===== config.mk =====
export PLATFORM = sky130hd
export DESIGN_NAME = mem_stage
export DESIGN_NICKNAME = d
export VERILOG_FILES = /design/src/rtl/mem_stage_pkg.sv /design/src/rtl/mem_stage.sv
export SDC_FILE = /design/constraint.sdc
export NUM_CORES = 1
export LEC_CHECK = 0
export ABC_AREA = 1
export CAP_MARGIN = 20
export CORE_MARGIN = 10
export CORE_UTILIZATION = 49
export CTS_BUF_LIST = sky130_fd_sc_hd__clkbuf_4 sky130_fd_sc_hd__clkbuf_8
export DETAILED_ROUTE_END_ITERATION = 16
export PLACE_DENSITY = 0.89
export SLEW_MARGIN = 20
export SYNTH_ARGS = -nofsm -noshare
export SYNTH_HDL_FRONTEND = slang
export SYNTH_SLANG_ARGS = --single-unit

===== constraint.sdc =====
create_clock -name clk -period 5.2 [get_ports clk]
set_input_delay 0.78 -clock clk [delete_from_list [all_inputs] [get_ports clk]]
set_output_delay 0.78 -clock clk [all_outputs]
set_load 0.03 [all_outputs]

===== src/rtl/mem_stage_pkg.sv =====
// ----------------------------------------------------------------------------
// mem_stage_pkg
// Purpose : bus widths, exception codes, bus payload layouts and entry-state
//           encoding shared by the MEM stage of the 5-stage MIPS pipeline.
// Ports   : none (package)
// ----------------------------------------------------------------------------
package mem_stage_pkg;

   localparam int unsigned ES_TO_MS_BUS_WD = 117;
   localparam int unsigned MS_TO_WS_BUS_WD = 147;
   localparam int unsigned MS_TO_ES_BUS_WD = 1;
   localparam int unsigned MS_TO_DS_BUS_WD = 39;

   localparam logic [4:0] EXC_ADEL = 5'h04;
   localparam logic [4:0] EXC_ADES = 5'h05;
   localparam logic [4:0] EXC_OV   = 5'h0c;

   // Instruction payload handed over by EXE (MSB first)
   typedef struct packed {
      logic        mem_req;
      logic        mtc0_we;
      logic [4:0]  cp0_addr;
      logic        ex;
      logic [4:0]  excode;
      logic        res_from_cp0;
      logic        res_from_mem;
      logic        gr_we;
      logic [4:0]  dest;
      logic [31:0] alu_result;
      logic [31:0] rt_value;
      logic [31:0] pc;
   } es_to_ms_t;

   // Instruction payload handed on to WB (MSB first)
   typedef struct packed {
      logic        mtc0_we;
      logic [4:0]  cp0_addr;
      logic        ex;
      logic [4:0]  excode;
      logic [31:0] badvaddr;
      logic        res_from_cp0;
      logic        gr_we;
      logic [4:0]  dest;
      logic [31:0] final_result;
      logic [31:0] rt_value;
      logic [31:0] pc;
   } ms_to_ws_t;

   // Forwarding information for the ID stage
   typedef struct packed {
      logic        fwd_valid;
      logic        fwd_stall;
      logic [4:0]  fwd_dest;
      logic [31:0] fwd_data;
   } ms_to_ds_t;

   // Progress of the instruction currently held in MEM
   typedef enum logic [1:0] {
      ENT_NOREQ = 2'd0,   // no memory access: ready at once
      ENT_WAIT  = 2'd1,   // access issued, response not yet seen
      ENT_DONE  = 2'd2    // response captured in the read-data buffer
   } entry_st_e;

endpackage


===== src/rtl/mem_stage.sv =====
// ----------------------------------------------------------------------------
// mem_stage
// Purpose : MEM stage of the 5-stage MIPS pipeline. Holds one instruction from
//           EXE, completes loads/stores against an in-order, variable-latency
//           data SRAM response channel, forwards results to ID, reports its
//           exception to EXE and hands results to WB. A flush from WB drops
//           the held instruction and swallows responses of killed accesses.
// Ports   :
//   clk, reset          clock / synchronous active-high reset
//   ws_allowin          WB can accept this cycle
//   ms_allowin          MEM can accept from EXE this cycle
//   es_to_ms_valid/bus  instruction from EXE
//   ms_to_ws_valid/bus  instruction to WB
//   ms_to_es_bus        exception present in MEM (squashes EXE stores)
//   ms_to_ds_bus        {fwd_valid, fwd_stall, fwd_dest, fwd_data} to ID
//   data_sram_data_ok   one-cycle response pulse, in request order
//   data_sram_rdata     read data qualified by data_sram_data_ok
//   ex_from_ws          exception/eret committed in WB: flush MEM
// ----------------------------------------------------------------------------
module mem_stage
   import mem_stage_pkg::*;
#(
   parameter int unsigned DISCARD_CNT_W = 2
) (
   input  logic                       clk,
   input  logic                       reset,
   input  logic                       ws_allowin,
   output logic                       ms_allowin,
   input  logic                       es_to_ms_valid,
   input  logic [ES_TO_MS_BUS_WD-1:0] es_to_ms_bus,
   output logic                       ms_to_ws_valid,
   output logic [MS_TO_WS_BUS_WD-1:0] ms_to_ws_bus,
   output logic [MS_TO_ES_BUS_WD-1:0] ms_to_es_bus,
   output logic [MS_TO_DS_BUS_WD-1:0] ms_to_ds_bus,
   input  logic                       data_sram_data_ok,
   input  logic [31:0]                data_sram_rdata,
   input  logic                       ex_from_ws
);

   localparam int unsigned CNT_SUM_W = DISCARD_CNT_W + 2;
   localparam int unsigned CNT_MAX   = (1 << DISCARD_CNT_W) - 1;

   logic                     r_ms_valid;
   logic                     r_buf_valid;
   logic [31:0]              r_rdata_buf;
   es_to_ms_t                r_bus;
   logic [DISCARD_CNT_W-1:0] r_discard_cnt;

   es_to_ms_t                w_es;
   ms_to_ws_t                w_ws;
   ms_to_ds_t                w_ds;
   entry_st_e                w_entry_st;
   logic                     w_cnt_zero;
   logic                     w_data_hit;
   logic                     w_ready_go;
   logic                     w_accept;
   logic                     w_capture;
   logic                     w_kill_ms;
   logic                     w_kill_es;
   logic                     w_consumed;
   logic [CNT_SUM_W-1:0]     w_cnt_sum;
   logic                     w_cnt_ovf;
   logic [DISCARD_CNT_W-1:0] w_cnt_next;
   logic [31:0]              w_final_result;
   logic                     w_fwd_valid;

   assign w_es = es_to_ms_t'(es_to_ms_bus);

   // Progress of the held instruction, derived from its request flag and buffer
   always_comb begin
      w_entry_st = ENT_NOREQ;
      if (r_bus.mem_req) begin
         w_entry_st = r_buf_valid ? ENT_DONE : ENT_WAIT;
      end
   end

   // A response belongs to the held instruction only when no killed access is pending
   assign w_cnt_zero = (r_discard_cnt == '0);
   assign w_data_hit = data_sram_data_ok & w_cnt_zero;
   assign w_consumed = data_sram_data_ok & ~w_cnt_zero;

   // The response cycle itself completes the instruction (rdata bypass)
   assign w_ready_go     = (w_entry_st != ENT_WAIT) | w_data_hit;
   assign ms_allowin     = ~r_ms_valid | (w_ready_go & ws_allowin);
   assign ms_to_ws_valid = r_ms_valid & w_ready_go;
   assign w_accept       = es_to_ms_valid & ms_allowin;
   assign w_capture      = r_ms_valid & (w_entry_st == ENT_WAIT) & w_data_hit;

   // Accesses whose responses are still to come when a flush removes their owner
   assign w_kill_ms = ex_from_ws & r_ms_valid & (w_entry_st == ENT_WAIT) & ~w_data_hit;
   assign w_kill_es = ex_from_ws & w_accept & w_es.mem_req;

   // Wide sum so an overflow is visible before saturating
   assign w_cnt_sum  = CNT_SUM_W'(r_discard_cnt) + CNT_SUM_W'(w_kill_ms)
                     + CNT_SUM_W'(w_kill_es) - CNT_SUM_W'(w_consumed);
   assign w_cnt_ovf  = (w_cnt_sum > CNT_SUM_W'(CNT_MAX));
   assign w_cnt_next = w_cnt_ovf ? '1 : w_cnt_sum[DISCARD_CNT_W-1:0];

   assign w_final_result = r_bus.res_from_mem
                         ? (r_buf_valid ? r_rdata_buf : data_sram_rdata)
                         : r_bus.alu_result;

   // Outgoing WB payload
   always_comb begin
      w_ws              = '0;
      w_ws.mtc0_we      = r_bus.mtc0_we;
      w_ws.cp0_addr     = r_bus.cp0_addr;
      w_ws.ex           = r_bus.ex;
      w_ws.excode       = r_bus.excode;
      w_ws.badvaddr     = r_bus.alu_result;
      w_ws.res_from_cp0 = r_bus.res_from_cp0;
      w_ws.gr_we        = r_bus.gr_we;
      w_ws.dest         = r_bus.dest;
      w_ws.final_result = w_final_result;
      w_ws.rt_value     = r_bus.rt_value;
      w_ws.pc           = r_bus.pc;
   end

   // Forwarding: a result not yet known (cp0 read, pending load) stalls ID
   assign w_fwd_valid = r_ms_valid & r_bus.gr_we & ~r_bus.ex & (r_bus.dest != 5'd0);

   always_comb begin
      w_ds           = '0;
      w_ds.fwd_valid = w_fwd_valid;
      w_ds.fwd_stall = w_fwd_valid & (r_bus.res_from_cp0 | (r_bus.res_from_mem & ~w_ready_go));
      w_ds.fwd_dest  = r_bus.dest;
      w_ds.fwd_data  = w_final_result;
   end

   assign ms_to_ws_bus = MS_TO_WS_BUS_WD'(w_ws);
   assign ms_to_ds_bus = MS_TO_DS_BUS_WD'(w_ds);
   assign ms_to_es_bus = MS_TO_ES_BUS_WD'(r_ms_valid & r_bus.ex);

   // Stage state; flush has priority over accepting a new instruction
   always_ff @(posedge clk) begin
      if (reset) begin
         r_ms_valid    <= 1'b0;
         r_buf_valid   <= 1'b0;
         r_rdata_buf   <= 32'd0;
         r_bus         <= '0;
         r_discard_cnt <= '0;
      end else begin
         if (ex_from_ws) begin
            r_ms_valid <= 1'b0;
         end else if (ms_allowin) begin
            r_ms_valid <= es_to_ms_valid;
         end

         if (w_accept) begin
            r_bus       <= w_es;
            r_buf_valid <= 1'b0;
         end else if (w_capture) begin
            r_buf_valid <= 1'b1;
         end

         if (w_capture) begin
            r_rdata_buf <= data_sram_rdata;
         end

         r_discard_cnt <= w_cnt_next;
      end
   end

   // A response with nobody waiting for it and nothing to discard
   a_no_orphan_rsp : assert property (@(posedge clk) disable iff (reset)
      !(data_sram_data_ok && !r_ms_valid && w_cnt_zero));

   // More killed accesses in flight than the discard counter can track
   a_no_discard_ovf : assert property (@(posedge clk) disable iff (reset)
      !w_cnt_ovf);

endmodule


==> impl_metrics.py, run 1 <==
metrics = {
    "sta": {
        "worst_slack_ns": 1.61,
        "setup_violations": 0,
        "finalHoldViolations": 0,
        "skew_ns": 0.0118,
        "fin_crit_sh_pct": 69.0,
        "slew_headroom_pct": 26.3,
        "holdWs_ns": 0.471,
        "tns_ns": 0,
        "min_period_ns": 3.59,
        "slew_viol_final": 0,
        "worst_pin_slew_ns": 1.11,
        "rsz0062_at_grt": "no",
        "fmax_mhz": 279,
    },
    "layout": {
        "layout-drive-gt1-share_pct": 6.45,
        "postLayoutCoreUtil_pct": 64.9,
        "fin_nets": 1544,
        "syn_to_final_growth_pct": 29.5,
    },
    "detailed_routing": {
        "num_vias": 8056,
        "drtAntennaViolNets": 0,
        "drt_iter0_drc": 439,
        "routed_wl_um": 26300,
        "avgRoutedWirePerCell_um": 16.2,
        "dr_wl_met2_um": 12900,
        "wl_met3_um": 2670,
        "highest_layer": "met5",
        "wl_met1_um": 10200,
        "drc_errors": 0,
        "avgViaCountPerCell": 4.97,
        "drtPass1Iterations": 5,
    },
    "place": {
        "gp_congestion": 0.858,
        "pre_cts_slack_ns": 1.78,
        "place_hpwl_um": 19000,
        "port-buffer-count": 343,
    },
    "worst_setup_path": {
        "slowest_stage": "dfxtp_2",
        "path_max_fanout": 49,
        "rrSetupSlack_ns": 2.51,
        "slowest_delay_ns": 0.97,
        "cpLargestDelayFamily": "buffers and inverters",
        "worstPathCellList": "buf_4, nor2_1, a31oi_1, clkdlybuf4s50_1",
        "path_buf_inv": 2,
        "worstPathArrival_ns": 2.81,
        "r2r-start": "r_buf_valid",
        "reg2regPathDepth": 9,
        "startpoint_type": "flop",
        "end_kind": "output pin",
        "regToRegEndpoint": "ms_to_ws_bus[44]",
        "critPathKind": "reg2out",
        "worstPathRequired_ns": 4.42,
    },
    "worst_hold_path": {
        "min_from": "r_bus[116]",
        "whs_path_depth": 2,
        "worstHoldPathType": "reg2reg",
        "hold_path_end": "r_bus[116]",
    },
    "yosys": {
        "ys_types": 26,
        "synth-edff-count": 0,
        "ys.flop_type": "dfxtp_1",
        "synth_warnings": 0,
        "syn_nets": 1413,
        "ys_seq_area_share_pct": 35.2,
        "synth_seq_cells": 153,
        "syn_area_per_cell_um2": 6.94,
        "synth-async-reset-ratio_pct": 0,
        "synthCells": 1254,
        "synth_area_um2": 8700,
    },
    "global_routing": {
        "grt_pass1_vias": 7472,
        "antenna_found_initial": 2,
        "track_usage_pct": 21.0,
        "grt_pass1_wl_um": 40500,
        "grt_max_degree": 127,
        "grt_overflow": 0,
    },
    "floorplan": {
        "die_h_um": 153,
        "die_w_um": 153,
        "die_area_um2": 23500,
        "fp.coreArea_um2": 17400,
        "start_util_pct": 50.1,
        "boundaryPins": 344,
        "rows": 48,
    },
    "clocking": {
        "clk_pin_slew_ns": 0.08,
        "cts_resized": 0,
        "worstSkewPairLatency_ns": 0.45,
        "cts_sinks": 153,
        "cts_inserted_buffers": 17,
        "holdBufCountCts": 0,
        "root_buffer": "clkbuf_8",
        "postCtsSetupRepairBufs": 0,
        "clockBufferDepth": 2,
        "cts_tree": "yes",
        "htreeDepth": 4,
    },
    "power": {
        "vdd_drop_max_mv": 0.199,
        "total_power_mw": 3.31,
        "leakage_nw": 5.17,
        "power_density_nw_per_um2": 294,
    },
    "run_status": {
        "status": "complete, no violations",
    },
    "flow_run": {
        "maxCapViolations": 0,
    },
}
## power by group
group | internal (mW) | switching, mW
clock | 0.515 | 0.451
combinational | 0.443 | 0.584
sequential | 1.25 | 0.0609
total | 2.21 | 1.10
## how the worst max path moves through the flow
| stage | endpoint | depth (start not counted) | slack [ns] | start |
|---|---|---|---|---|
| final | ms_to_ws_bus[89] | 4 | 1.61 | r_bus[102] |
| after global routing | ms_to_ws_bus[87] | 4 | 1.48 | r_bus[102] |
| after CTS | ms_to_ws_bus[89] | 4 | 1.59 | r_bus[102] |
| after detailed placement | ms_allowin | 6 | 1.78 | data_sram_data_ok |
| after global placement | ms_allowin | 6 | 1.80 | data_sram_data_ok |
| after floorplan | r_discard_cnt[1] | 12 | 2.56 | data_sram_data_ok |
## placed cells by master (no fill, tap or decap), types with 2 or more instances in the layout
cell             Yosys  final
nand3_2             40     40
nor3_1               2      2
dfxtp_1            153    152
o21ai_1              5      5
nand2_2              3      3
clkinvlp_4           0      2
a21oi_1            119    119
ha_1                 2      2
inv_1              134    134
nand3_1             79     79
a31oi_1             32     32
clkbuf_8             0     18
clkdlybuf4s50_1      0    342
nor2_1             215    215
buf_4              156      8
nor2_4               2      2
fa_1                 2      2
bufinv_16            0      4
o21ai_0             30     30
nand4_1              3      3
clkinv_4             0      2
nand2_1            188    188
clkinv_2             0      3
## through the flow
step                      area (um2)  instances
after global routing           11300       1620
after global placement         10800       1590
final                          11300       1621
after CTS                      11300       1620
after floorplan                 8700       1254
after detailed placement       10800       1591
## flip-flops by register name (all words and copies together) (netlist names)
register / cells
ms_to_ds_bus: 5
r_discard_cnt: 2
ms_to_ws_bus: 110
r_rdata_buf: 32
r_ms_valid: 1
r_buf_valid: 1
r_bus: 2
## logic make-up after synthesis
kind of cell,after synthesis,synth area share (%)
AO/OA/AOI/OAI,186,11.2
adder cells (fa/ha/maj),4,0.748
buffers and inverters,376,25.2
flip-flops,153,35.2
AND/OR/NAND/NOR,535,27.6
## area by class of cell
type / instances / area [um2]
Multi-Input combinational cell: 725 / 3450
Sequential cell: 153 / 3060
Antenna cell: 1 / 2.50
Inverter: 135 / 509
Fill cell: 1498 / 6100
Clock buffer: 17 / 234
Timing Repair Buffer: 353 / 3540
Tap cell: 225 / 282
Clock inverter: 12 / 176
## metal layers
metal | vias to the layer above | GRT usage [%]
met1 | 3666 | 23.5
li1 | 4030 | -
met4 | 2 | 6.49
met2 | 320 | 35.3
met3 | 38 | 9.18
met5 | - | 0
## worst reg2reg max path: stages, from the launching register on
cell and delay (ns):
dfxtp_1 0.33, buf_4 0.38, nor2_4 0.08, nand2_2 0.09, nand2_2 0.09, nand2_8 0.31
buf_4 0.88, nand3_1 0.28, nand2_1 0.13, nor2_1 0.04
## cell usage after synthesis, types with 3 or more instances
| cell | number | area [um2] |
|---|---|---|
| buf_2 | 9 | 45.0 |
| dfxtp_1 | 153 | 3060 |
| buf_6 | 22 | 248 |
| nand2_2 | 3 | 18.8 |
| buf_4 | 156 | 1170 |
| a21oi_1 | 119 | 596 |
| nand2_1 | 188 | 706 |
| nand3_1 | 79 | 395 |
| clkbuf_1 | 40 | 150 |
| inv_1 | 134 | 503 |
| nand3_2 | 40 | 400 |
| buf_1 | 12 | 45.0 |
| nor2_1 | 215 | 807 |
| a31oi_1 | 32 | 200 |
| nand4_1 | 3 | 18.8 |
| o21ai_1 | 5 | 25.0 |
| o21ai_0 | 30 | 150 |
(Power assumes the default switching activity.)
==> inputs of run 2 (changes only) <==
Settings changed: CORE_UTILIZATION 49 to 41, PLACE_DENSITY 0.89 to 0.79.
Clock period 5.2 ns to 3.1 ns, I/O delays scaled along.
==> run 2 against run 1 <==
Clock skew grew 0.0011 ns. Flip-flop and latch count is the same. Critical path depth up 1. Global-route usage is 3.1 points lower. Routed wire length decreased by 0.93%. Largest power group unchanged. Core utilization fell by 11 points. Sequential share of layout area down 0.20 points. Clock-buffer cell count rose by 2. Largest cell class unchanged. Highest routed layer unchanged. Cell count increased by 3.6%. Total power rose by 65%. Hold slack gained 0.014 ns.
==> impl_metrics.py, run 2 (synthesis gave the netlist of run 1 again) <==
metrics = {
    "sta": {
        "slew_viol_final": 0,
        "holdWs_ns": 0.485,
        "worst_slack_ns": 0.271,
        "worst_pin_slew_ns": 0.995,
        "fin_crit_sh_pct": 91.3,
        "rsz0062_at_grt": "no",
        "min_period_ns": 2.83,
        "tns_ns": 0,
        "skew_ns": 0.0129,
        "setup_violations": 0,
        "fmax_mhz": 353,
        "slew_headroom_pct": 33.7,
        "finalHoldViolations": 0,
    },
    "worst_setup_path": {
        "crit_path_start": "r_buf_valid",
        "path_max_fanout": 32,
        "regToRegEndpoint": "r_discard_cnt[1]",
        "rrSetupSlack_ns": 0.78,
        "worstPathCellList": "inv_1, buf_4, nand2_1, a31oi_1, clkdlybuf4s50_1",
        "slowest_stage": "clkdlybuf4s50_1",
        "slowest_delay_ns": 0.74,
        "worstPathArrival_ns": 2.36,
        "reg2regPathDepth": 10,
        "r2r-start": "r_buf_valid",
        "startpoint_type": "flop",
        "end_kind": "output pin",
        "critPathKind": "reg2out",
        "worstPathRequired_ns": 2.63,
    },
    "detailed_routing": {
        "drt_iter0_drc": 693,
        "drc_errors": 0,
        "drtAntennaViolNets": 0,
        "num_vias": 7860,
        "avgViaCountPerCell": 4.68,
        "drtPass1Iterations": 5,
        "avgRoutedWirePerCell_um": 15.5,
        "routed_wl_um": 26100,
    },
    "worst_hold_path": {
        "hold_path_end": "ms_to_ws_bus[50]",
        "worstHoldPathType": "reg2reg",
        "whs_path_depth": 2,
        "min_from": "ms_to_ws_bus[50]",
    },
    "floorplan": {
        "die_w_um": 166,
        "die_h_um": 166,
        "start_util_pct": 41.5,
        "rows": 53,
        "die_area_um2": 27400,
        "boundaryPins": 344,
        "fp.coreArea_um2": 21000,
    },
    "place": {
        "place_hpwl_um": 18700,
        "gp_congestion": 0.842,
        "port-buffer-count": 343,
        "place_inst": 1645,
        "pre_cts_slack_ns": 0.395,
        "dpl_cell_area_um2": 10900,
    },
    "clocking": {
        "root_buffer": "clkbuf_8",
        "cts_inserted_buffers": 17,
        "cts_resized": 0,
        "htreeDepth": 4,
        "worstSkewPairLatency_ns": 0.45,
        "clockBufferDepth": 2,
        "cts_sinks": 153,
        "clk_pin_slew_ns": 0.10,
        "cts_tree": "yes",
        "postCtsSetupRepairBufs": 0,
        "holdBufCountCts": 0,
    },
    "layout": {
        "instances_no_fill": 1679,
        "fin_nets": 1548,
        "postLayoutCoreUtil_pct": 54.1,
        "final_cell_mix": "clkdlybuf4s50_1, nor2_1, nand2_1",
        "multi_input_comb_area_um2": 3450,
        "fillCellCount": 2020,
        "syn_to_final_growth_pct": 30.4,
        "layout-drive-gt1-share_pct": 7.70,
        "largest_reg_flops": 110,
        "final_common_cell": "clkdlybuf4s50_1",
        "fin_area_um2": 11300,
        "seq_area_um2": 3060,
    },
    "global_routing": {
        "grt_pass1_wl_um": 40700,
        "track_usage_pct": 18.0,
        "grt_max_degree": 149,
        "grt_pass1_vias": 7369,
        "grt_overflow": 0,
        "antenna_found_initial": 3,
    },
    "run_status": {
        "status": "complete, no violations",
    },
    "flow_run": {
        "maxCapViolations": 0,
    },
    "power": {
        "total_power_mw": 5.47,
        "power_density_nw_per_um2": 482,
        "leakage_nw": 5.20,
        "vdd_drop_max_mv": 0.285,
    },
}
==> run 2: cell count changes in the layout (fill, tap and decap cells not counted), sizes merged <==
cell,delta
buf,+14
bufinv,-3
clkdlybuf4s50,-10
diode,+1
inv,+6
clkinv,-2
clkbuf,+2
==> run 2: worst max-delay path by stage <==
| stage | to | slack [ns] | cells past startpoint |
|---|---|---|---|
| floorplan | r_discard_cnt[1] | 0.78 | 12 |
| global placement | r_discard_cnt[1] | 0.45 | 9 |
| detailed placement | r_discard_cnt[1] | 0.39 | 9 |
| CTS | ms_to_ws_bus[90] | 0.22 | 5 |
| global route | ms_to_ds_bus[30] | 0.04 | 5 |
| finish | ms_to_ds_bus[5] | 0.27 | 5 |
==> run 2: worst max-delay path: cells and delay by family (launching register included) <==
family	cells	cell delay [ns]
compound gates	1	0.25
simple gates	1	0.09
flops	1	0.39
buf+inv	3	1.16
==> run 2: final cells by class <==
class,instances,share of cell area [%]
diodes,2,0.0441
clock buffers,19,2.31
clock inverters,13,1.18
inverters,135,4.49
multi-input cells,725,30.4
flip-flops and latches,153,27.0
well taps,275,3.03
repair buffers,357,31.6
==> run 2: routing by layer <==
metal  GRT usage, %  part of all wire, %  up-vias
met5              0                0.050        -
met3           7.26                  8.6       23
li1               -                    -     4043
met1           20.7                   41     3517
met4           4.66                  1.3        2
met2           30.2                   49      275
==> run 2: where the power goes <==
| part | switching (mW) | leakage, nW | internal [mW] |
|---|---|---|---|
| clock | 0.836 | 0.198 | 0.703 |
| combinational | 0.985 | 3.74 | 0.749 |
| sequential | 0.0923 | 1.26 | 2.10 |
| total | 1.91 | 5.20 | 3.55 |
